==> config.mk <==
export PLATFORM = sky130hd
export DESIGN_NAME = symbol_sequencer
export DESIGN_NICKNAME = d
export VERILOG_FILES = /design/src/rtl/modem_defs.sv /design/src/rtl/symbol_fifo.sv /design/src/rtl/symbol_sequencer.sv
export SDC_FILE = /design/constraint.sdc
export NUM_CORES = 1
export LEC_CHECK = 0
export BUFFER_PORTS_ARGS = -buffer_cell sky130_fd_sc_hd__clkbuf_2
export CAP_MARGIN = 20
export CORE_ASPECT_RATIO = 1.2
export CORE_MARGIN = 10
export CORE_UTILIZATION = 58
export DETAILED_ROUTE_END_ITERATION = 6
export MAX_ROUTING_LAYER = met4
export PLACE_DENSITY = 0.87
export SYNTH_ARGS = -nofsm -noshare
export SYNTH_HDL_FRONTEND = slang
export SYNTH_HIERARCHICAL = 1
export SYNTH_SLANG_ARGS = --single-unit
==> constraint.sdc <==
create_clock -name clk -period 3 [get_ports clk]
set_input_delay 0.45 -clock clk [delete_from_list [all_inputs] [get_ports clk]]
set_output_delay 0.45 -clock clk [all_outputs]
set_load 0.005 [all_outputs]
==> src/rtl/modem_defs.sv <==
// Shared modem definitions: sequencer state encodings, default framing symbols
// and the symbol field split used by both the sequencer and the modulator wrapper.
package modem_defs;

    typedef enum logic [1:0] {
        ST_IDLE     = 2'd0,
        ST_PREAMBLE = 2'd1,
        ST_DATA     = 2'd2
    } seq_state_e;

    localparam int SYM_W = 5;

    localparam logic [4:0] PREAMBLE_SYMBOL_DEF = 5'h15;
    localparam logic [4:0] IDLE_SYMBOL_DEF     = 5'h00;

    localparam int X0_MSB = 4;
    localparam int X0_LSB = 3;
    localparam int X1_MSB = 2;
    localparam int X1_LSB = 1;
    localparam int X2_BIT = 0;

endpackage

==> src/rtl/symbol_fifo.sv <==
// Small synchronous FIFO with a show-ahead head word; pushes into a full FIFO
// and pops from an empty FIFO are ignored.
module symbol_fifo #(
    parameter int WIDTH = 5,
    parameter int DEPTH = 4
) (
    input  logic                       clk,
    input  logic                       rst,
    input  logic                       push,
    input  logic                       pop,
    input  logic [WIDTH-1:0]           din,
    output logic [WIDTH-1:0]           dout,
    output logic                       full,
    output logic                       empty,
    output logic [$clog2(DEPTH+1)-1:0] count
);

    localparam int PW = $clog2(DEPTH);
    localparam int CW = $clog2(DEPTH + 1);
    localparam logic [CW-1:0] DEPTH_C = CW'(DEPTH);

    logic [WIDTH-1:0] mem_r [DEPTH];
    logic [PW-1:0]    wr_ptr_r;
    logic [PW-1:0]    rd_ptr_r;
    logic [CW-1:0]    count_r;
    logic             do_push_s;
    logic             do_pop_s;

    assign full      = (count_r == DEPTH_C);
    assign empty     = (count_r == '0);
    assign count     = count_r;
    assign dout      = mem_r[rd_ptr_r];
    assign do_push_s = push && !full;
    assign do_pop_s  = pop && !empty;

    // Pointer and occupancy tracking; depth is a power of two so pointers wrap naturally.
    always_ff @(posedge clk) begin
        if (rst) begin
            wr_ptr_r <= '0;
            rd_ptr_r <= '0;
            count_r  <= '0;
        end else begin
            if (do_push_s) wr_ptr_r <= wr_ptr_r + PW'(1);
            if (do_pop_s)  rd_ptr_r <= rd_ptr_r + PW'(1);
            case ({do_push_s, do_pop_s})
                2'b10:   count_r <= count_r + CW'(1);
                2'b01:   count_r <= count_r - CW'(1);
                default: count_r <= count_r;
            endcase
        end
    end

    // Storage array; contents are invalidated by the pointer reset alone.
    always_ff @(posedge clk) begin
        if (do_push_s) mem_r[wr_ptr_r] <= din;
    end

endmodule

==> src/rtl/symbol_sequencer.sv <==
// Frames buffered encoder symbols with a preamble and presents one symbol per
// modulator symbol period, phase-aligned to the modulator's sample counter.
module symbol_sequencer
    import modem_defs::*;
#(
    parameter int                    SYMBOL_WIDTH       = SYM_W,
    parameter int                    SAMPLES_PER_SYMBOL = 10,
    parameter int                    COUNTER_SIZE       = 4,
    parameter int                    FIFO_DEPTH         = 4,
    parameter int                    PREAMBLE_LEN       = 8,
    parameter logic [SYMBOL_WIDTH-1:0] PREAMBLE_SYMBOL  = PREAMBLE_SYMBOL_DEF,
    parameter logic [SYMBOL_WIDTH-1:0] IDLE_SYMBOL      = IDLE_SYMBOL_DEF
) (
    input  logic                    clk,
    input  logic                    rst,
    input  logic                    enable,
    input  logic                    in_valid,
    input  logic [SYMBOL_WIDTH-1:0] in_symbol,
    output logic                    in_ready,
    output logic [1:0]              x0,
    output logic [1:0]              x1,
    output logic                    x2,
    output logic                    sym_start,
    output logic [1:0]              state,
    output logic                    frame_end,
    output logic                    underrun
);

    localparam int PCW = $clog2(PREAMBLE_LEN + 1);
    localparam int FCW = $clog2(FIFO_DEPTH + 1);
    localparam logic [COUNTER_SIZE-1:0] SPS_C     = COUNTER_SIZE'(SAMPLES_PER_SYMBOL);
    localparam logic [COUNTER_SIZE-1:0] CNT_ONE_C = COUNTER_SIZE'(1);
    localparam logic [PCW-1:0]          PRE_LEN_C = PCW'(PREAMBLE_LEN);
    localparam logic [PCW-1:0]          PRE_ONE_C = PCW'(1);

    logic [COUNTER_SIZE-1:0] sample_cnt_r;
    logic                    boundary_s;
    seq_state_e              state_r;
    seq_state_e              next_state_s;
    logic [SYMBOL_WIDTH-1:0] sym_r;
    logic [SYMBOL_WIDTH-1:0] sym_next_s;
    logic [PCW-1:0]          pre_cnt_r;
    logic [PCW-1:0]          pre_cnt_next_s;
    logic                    pop_s;
    logic                    frame_end_s;
    logic                    underrun_s;
    logic                    frame_end_r;
    logic                    underrun_r;
    logic [SYMBOL_WIDTH-1:0] fifo_head_s;
    logic                    fifo_full_s;
    logic                    fifo_empty_s;
    logic [FCW-1:0]          fifo_count_s;

    assign boundary_s = (sample_cnt_r == SPS_C);
    assign sym_start  = (sample_cnt_r == CNT_ONE_C);
    assign in_ready   = !fifo_full_s;
    assign x0         = sym_r[X0_MSB:X0_LSB];
    assign x1         = sym_r[X1_MSB:X1_LSB];
    assign x2         = sym_r[X2_BIT];
    assign state      = state_r;
    assign frame_end  = frame_end_r;
    assign underrun   = underrun_r;

    symbol_fifo #(
        .WIDTH (SYMBOL_WIDTH),
        .DEPTH (FIFO_DEPTH)
    ) u_fifo (
        .clk   (clk),
        .rst   (rst),
        .push  (in_valid && !fifo_full_s),
        .pop   (boundary_s && pop_s),
        .din   (in_symbol),
        .dout  (fifo_head_s),
        .full  (fifo_full_s),
        .empty (fifo_empty_s),
        .count (fifo_count_s)
    );

    // Sample counter, identical to the modulator's so both wrap on the same edge.
    always_ff @(posedge clk) begin
        if (rst) begin
            sample_cnt_r <= CNT_ONE_C;
        end else if (boundary_s) begin
            sample_cnt_r <= CNT_ONE_C;
        end else begin
            sample_cnt_r <= sample_cnt_r + CNT_ONE_C;
        end
    end

    // Next-state, next-symbol and pulse decode; only committed on a boundary edge.
    always_comb begin
        next_state_s   = state_r;
        sym_next_s     = sym_r;
        pre_cnt_next_s = pre_cnt_r;
        pop_s          = 1'b0;
        frame_end_s    = 1'b0;
        underrun_s     = 1'b0;
        case (state_r)
            ST_IDLE: begin
                if (enable && (fifo_count_s != '0)) begin
                    next_state_s   = ST_PREAMBLE;
                    sym_next_s     = PREAMBLE_SYMBOL;
                    pre_cnt_next_s = PRE_ONE_C;
                end else begin
                    next_state_s   = ST_IDLE;
                    sym_next_s     = IDLE_SYMBOL;
                end
            end
            ST_PREAMBLE: begin
                if (!enable) begin
                    next_state_s   = ST_IDLE;
                    sym_next_s     = IDLE_SYMBOL;
                end else if (pre_cnt_r == PRE_LEN_C) begin
                    next_state_s   = ST_DATA;
                    sym_next_s     = fifo_head_s;
                    pop_s          = 1'b1;
                end else begin
                    pre_cnt_next_s = pre_cnt_r + PRE_ONE_C;
                    sym_next_s     = PREAMBLE_SYMBOL;
                end
            end
            ST_DATA: begin
                if (!enable) begin
                    next_state_s   = ST_IDLE;
                    sym_next_s     = IDLE_SYMBOL;
                    frame_end_s    = 1'b1;
                end else if (fifo_empty_s) begin
                    next_state_s   = ST_IDLE;
                    sym_next_s     = IDLE_SYMBOL;
                    frame_end_s    = 1'b1;
                    underrun_s     = 1'b1;
                end else begin
                    sym_next_s     = fifo_head_s;
                    pop_s          = 1'b1;
                end
            end
            default: begin
                next_state_s   = ST_IDLE;
                sym_next_s     = IDLE_SYMBOL;
            end
        endcase
    end

    // Registered state, held symbol and end-of-frame pulses.
    always_ff @(posedge clk) begin
        if (rst) begin
            state_r     <= ST_IDLE;
            sym_r       <= IDLE_SYMBOL;
            pre_cnt_r   <= '0;
            frame_end_r <= 1'b0;
            underrun_r  <= 1'b0;
        end else begin
            if (boundary_s) begin
                state_r   <= next_state_s;
                sym_r     <= sym_next_s;
                pre_cnt_r <= pre_cnt_next_s;
            end
            frame_end_r <= boundary_s && frame_end_s;
            underrun_r  <= boundary_s && underrun_s;
        end
    end

endmodule

==> results of run 1 <==
-- Yosys cell counts, types with 3 or more instances --
| cell | n |
|---|---|
| inv_1 | 15 |
| ha_1 | 14 |
| xor2_1 | 4 |
| mux4_2 | 5 |
| nand2b_1 | 3 |
| dfxtp_1 | 26 |
| nand2_1 | 4 |
| nand3b_1 | 3 |
| or3_1 | 3 |
| edfxtp_1 | 20 |
| nand3_1 | 5 |
| a221o_1 | 3 |
| nor2b_1 | 4 |
| and2_1 | 4 |
| o21ai_0 | 9 |
| a21oi_1 | 10 |
| nor2_1 | 15 |
-- registers in the layout, summed over array words and instances (netlist names), named ones only --
register	count
u_fifo/rd_ptr_r	2
u_fifo/mem_r	20
frame_end	1
sample_cnt_r	4
pre_cnt_r	4
underrun	1
state	2
u_fifo/wr_ptr_r	2
u_fifo/count	3
sym_r	5
-- worst paths after layout --
check	slack, ns	cells after the start	from	end
worst max register to register	0.30	12	state[0]	u_fifo/count[2]
worst max-delay path	0.30	12	state[0]	u_fifo/count[2]
worst min-delay path	0.37	1	in_symbol[4]	u_fifo/mem_r[2][4]
worst min register to register	0.46	1	sample_cnt_r[0]	sample_cnt_r[0]
-- cells by family (layout without fill, tap and decap cells) --
kind of cell    count (synthesis)  count (layout)  share of synthesized area, %
flops                          46              46                         53.49
buf+inv                        19              42                         3.462
mux                             6               6                         5.911
simple gates                   54              54                         15.46
compound gates                 32              32                         10.27
xor+xnor                        5               5                         2.089
fa+ha+maj                      15              15                         9.314
-- cell type report --
cell class | instances | share of cell area [%]
Clock buffer | 5 | 2.975
Clock inverter | 3 | 1.028
Inverter | 15 | 2.434
Multi-Input combinational cell | 112 | 38.99
Sequential cell | 46 | 48.46
Tap cell | 37 | 2.001
Timing Repair Buffer | 19 | 4.110
-- critical path, cell delays in order (launching register included) --
cell	delay (ns)
dfxtp_1	0.42
inv_1	0.09
ha_1	0.26
o21ai_0	0.17
and3_1	0.21
o31ai_1	0.12
inv_1	0.10
ha_1	0.18
inv_1	0.06
fa_1	0.37
xor2_1	0.17
or3_1	0.33
a21oi_1	0.15
-- power by group --
group | switching, uW | leakage [uW] | internal [uW]
Clock | 211 | 0.0000408 | 167
Combinational | 48.3 | 0.000447 | 37.6
Sequential | 20.7 | 0.000395 | 675
Total | 280 | 0.000882 | 879
-- routing by layer --
metal  wire, um  vias up
met1       1671      688
li1           -      681
met4         31        0
met2       2295       24
met3        156        4
met5          0        -
-- per-stage QoR --
step	setup slack, ns	hold slack, ns	area (um^2)	util, %
final	0.2979	0.3674	2313	67.56
after global routing	0.08354	0.3648	2313	67.56
after CTS	0.3376	0.3610	2313	67.56
after detailed placement	0.3511	0.4483	2221	64.85
after global placement	0.5544	0.4144	2221	64.85
after floorplan	0.6623	0.4038	2096	-
==> impl_metrics.ini, run 1 <==
[clock_tree]
clkTransAtPathRegs_ns = 0.09
root_buffer = clkbuf_8
post-cts-setup-buffers = 0
clockBufferDepth = 2
tritoncts_num_sinks = 46
post_cts_resize_count = 0
cts_tree = built
cts-buffers-inserted = 5
clk_latency_ns = 0.29
cts_hold_buf = 0
h-tree-depth = 2

[route]
avgViaCountPerCell = 5.895
post-route-drc-count = 0
drt.antenna.violating_nets = 0
first_pass_iters = 4
vias = 1397
drtIter0Drc = 151
routedWlPerCell_um = 17.53
wirelength_um = 4155

[global_routing]
grtUsageMet3_pct = 2.884
grt_max_degree = 21
use_met1_pct = 14.83
antenna_found_initial = 0
grt-ovfl-total = 0
met2_usage_pct = 27.03
grt_pass1_vias = 1530
grt_pass1_wl_um = 7162
globalRoute.busiestLayer = met2
grt.total_usage_pct = 14.75

[synthesis]
synth_edf_count = 20
synth_top_area_cell = edfxtp_1
synth-seq-area-share_pct = 53.49
synth_flop_cell = dfxtp_1
syn_inst = 177
synth_cell_types = 41
ys_ff_latch = 46
synthArstFlopShare_pct = 0
netlist_area_mm2 = 0.002096
synth_top_area_share_pct = 28.66
yosysWarnings = 6
syn-num-nets = 201
syn_avg_cell_area_um2 = 11.84
synth_area_leaders = edfxtp_1 29%, dfxtp_1 25%, ha_1 8.4%

[timing]
clock_skew_ns = 0.004111
period_minus_slack_ns = 2.702
final-hold-violation-count = 0
max_freq_mhz = 370.1
setup_viol = 0
relSlewSlack_pct = 71.41
setup-tns-final_ns = 0
maxSlewViolCount = 0
rsz0062_at_grt = false
tightest_slew_ns = 0.4252
fin_crit_sh_pct = 90.07

[placed_design]
dpl.cell_count = 229
hpwlAfterDp_um = 3181
globalplace.congestion = 0.8586
port_buffers = 19

[final_layout]
layoutNonFillerInstCount = 237
fillers = 261
fin_nets = 223
multiInputGateArea_um2 = 902.1
final_cell_mix = 26 x dfxtp_1, 20 x edfxtp_1, 19 x clkbuf_2, 15 x inv_1, 15 x nor2_1
drive_above_1_share_pct = 19.00
regArea_mm2 = 0.001121
final_common_cell = dfxtp_1
synthToLayoutAreaGrowth_pct = 10.39
n_antenna_cell = 0

[floorplan]
fp.dieArea_mm2 = 0.006428
die_h_um = 85.85
rows = 23
ios = 20
start_util_pct = 61.20
fp.coreArea_mm2 = 0.003425
die_w_um = 74.88

[power]
irDropWorstVdd_mv = 0.3785
p_total_uw = 1159
p_leak_uw = 0.0008822
p_per_area_mw_per_mm2 = 501.1

[setup_path]
worstPathMaxFanout = 5
worstSetupPathType = reg2reg
startpoint_type = flop
crit_path_end_kind = flop
cp.arrival_ns = 2.92
critPathRequiredTime_ns = 3.22

[status]
outcome = finished clean

[run]
max-cap-violations = 0

[worst_hold_path]
worstHoldPathType = in2reg
(Power assumes the default switching activity.)
==> inputs of run 2 (changes only) <==
--- a/config.mk
+++ b/config.mk
@@ -15,5 +15,4 @@
 export PLACE_DENSITY = 0.87
 export SYNTH_ARGS = -nofsm -noshare
 export SYNTH_HDL_FRONTEND = slang
-export SYNTH_HIERARCHICAL = 1
 export SYNTH_SLANG_ARGS = --single-unit
==> run 2 against run 1 <==
Against the previous run:
- combinational power is 1% lower
- routed wire length is 8.6% lower
- worst hold slack better by 0.0049 ns
- utilization is 2.7 points lower
- critical path depth is 3 lower
- first-iteration DRC count is 28% lower
- synthesized cell count is 0.56% lower
- critical endpoint is now u_fifo.count[2]
- highest routed layer unchanged
==> impl_metrics.ini, run 2 <==
[status]
outcome = finished clean

[power]
irDropWorstVdd_mv = 0.2516
p_per_area_mw_per_mm2 = 485.6
p_leak_uw = 0.0009371

[clock_tree]
clkTransAtPathRegs_ns = 0.08
cts_tree = built
clockBufferDepth = 2
root_buffer = clkbuf_8
cts_hold_buf = 0
tritoncts_num_sinks = 46
post-cts-setup-buffers = 0
post_cts_resize_count = 0
cts-buffers-inserted = 5
h-tree-depth = 2
clk_latency_ns = 0.30

[setup_path]
cp_slowest_cell = dfxtp_1
crit_path_end_kind = flop
path_buf_inv = 1
worstPathCellList = inv_1 > ha_1 > nand4b_1 > a211oi_2 > ha_1 > fa_1 > xnor2_1 > or3_1 > a21oi_1
startpoint_type = flop
crit_family = adder cells
worstPathMaxFanout = 6
worst_path_most_repeated_cell = ha_1
critPathRequiredTime_ns = 3.22
cpPeakStageDelay_ns = 0.43
worstSetupPathType = reg2reg
cp.arrival_ns = 2.69

[worst_hold_path]
worstHoldPathType = in2reg

[final_layout]
n_antenna_cell = 0
fillers = 268
largest_register_ffs = 20
synthToLayoutAreaGrowth_pct = 8.663
postLayoutCoreUtil_pct = 64.90
drive_above_1_share_pct = 21.21
final_common_cell = dfxtp_1
largest_register = u_fifo.mem_r
final_cell_mix = 26 x dfxtp_1, 20 x edfxtp_1, 19 x clkbuf_2, 16 x inv_1, 14 x ha_1
layoutNonFillerInstCount = 237
largestRegisters = u_fifo.mem_r x20, sym_r x5
fin_nets = 221

[global_routing]
grt_pass1_vias = 1348
antenna_found_initial = 0
grt_max_degree = 22
grt_pass1_wl_um = 6299
grt.total_usage_pct = 12.79
grt-ovfl-total = 0

[synthesis]
synthTopCellsByCount = 26 x dfxtp_1, 20 x edfxtp_1, 16 x inv_1, 14 x ha_1, 13 x nor2_1
synth_top_area_cell = edfxtp_1
synth_top_area_share_pct = 27.91
synth_edf_count = 20
syn-num-nets = 200
ys_ff_latch = 46
netlist_area_mm2 = 0.002152
syn_avg_cell_area_um2 = 12.23
synthArstFlopShare_pct = 0
yosysMostFrequentCell = dfxtp_1
synth-seq-area-share_pct = 52.09
synth_flop_cell = dfxtp_1
syn_inst = 176
synth_area_leaders = edfxtp_1 28%, dfxtp_1 24%, ha_1 8.1%
yosysWarnings = 0
synth_cell_types = 46

[route]
drtIter0Drc = 109
avgViaCountPerCell = 5.772
routedWlPerCell_um = 16.02
drt.antenna.violating_nets = 0
vias = 1368
post-route-drc-count = 0
wirelength_um = 3797
first_pass_iters = 5

[floorplan]
fp.coreArea_mm2 = 0.003603
start_util_pct = 59.72
ios = 20
die_w_um = 75.61
fp.dieArea_mm2 = 0.006557
die_h_um = 86.73
rows = 24

[placed_design]
hpwlAfterDp_um = 2832
place_ws_ns = 0.5741
dpl.cell_count = 229
globalplace.congestion = 0.7959
port_buffers = 19

[timing]
fin_crit_sh_pct = 82.18
final-hold-violation-count = 0
relSlewSlack_pct = 58.76
maxSlewViolCount = 0
rsz0062_at_grt = false
clock_skew_ns = 0.01244
whs_ns = 0.3723
setup-tns-final_ns = 0
max_freq_mhz = 405.6
tightest_slew_ns = 0.6122
setup_ws_ns = 0.5346
setup_viol = 0
period_minus_slack_ns = 2.465

[run]
max-cap-violations = 0
==> run 2: cell types whose count changed in the layout (fill, tap and decap cells not counted), moves of 3 or more <==
cell      delta
and3_1       +3
nand2b_1     -3
and2_1       -3
nand2_1      +6
xnor2_1      +4
o21ai_0      -3
==> run 2: cells by family after synthesis <==
family | share of synthesized area (%)
AOI/OAI and AO/OA | 11.28
xor gates and xnor gates | 2.849
adders and majority gates | 9.070
buffers and inverters | 4.767
DFF | 52.09
muxes | 5.698
and+or+nand+nor | 14.24
==> run 2: report_power, final <==
group / internal (uW) / switching, uW
clock network: 159 / 195
logic: 36.5 / 48.4
registers: 677 / 18.6
==> run 2: per-stage QoR <==
step           cell area, um^2  power, uW
3_5_place_dp              2253      796.9
4_1_cts                   2338       1143
6_report                  2338       1136
3_3_place_gp              2253      792.2
5_1_grt                   2338       1188
2_1_floorplan             2152      768.7
==> run 2: cell type report <==
cell class,instances,area [um^2],area share (%)
Timing Repair Buffer,19,95.09,4.066
Multi-Input combinational cell,109,928.4,39.70
Tap cell,39,48.80,2.087
Clock buffer,5,68.82,2.943
Inverter,16,60.06,2.568
Sequential cell,46,1121,47.94
Clock inverter,3,16.27,0.6956
==> run 2: final timing paths <==
path / from / endpoint / slack, ns / cells past startpoint
worst max-delay path: state[0] / u_fifo.count[2] / 0.53 / 9
worst min-delay path: in_symbol[3] / u_fifo.mem_r[1][3] / 0.37 / 1
worst max register to register: state[0] / u_fifo.count[2] / 0.53 / 9
worst min register to register: sample_cnt_r[0] / sample_cnt_r[0] / 0.44 / 1
==> run 2: per-layer routing <==
metal	GRT usage [%]	vias up	wire length, um
li1	-	678	-
met1	14.90	647	1646
met5	-	-	0
met2	20.76	35	1884
met3	3.432	8	206
met4	4.061	0	59
==> run 2: worst register-to-register path, stage by stage, from the launching register on <==
cell and delay (ns):
dfxtp_1 0.43, inv_1 0.11, ha_1 0.31, nand4b_1 0.17, a211oi_2 0.12, ha_1 0.27
fa_1 0.39, xnor2_1 0.14, or3_1 0.31, a21oi_1 0.14
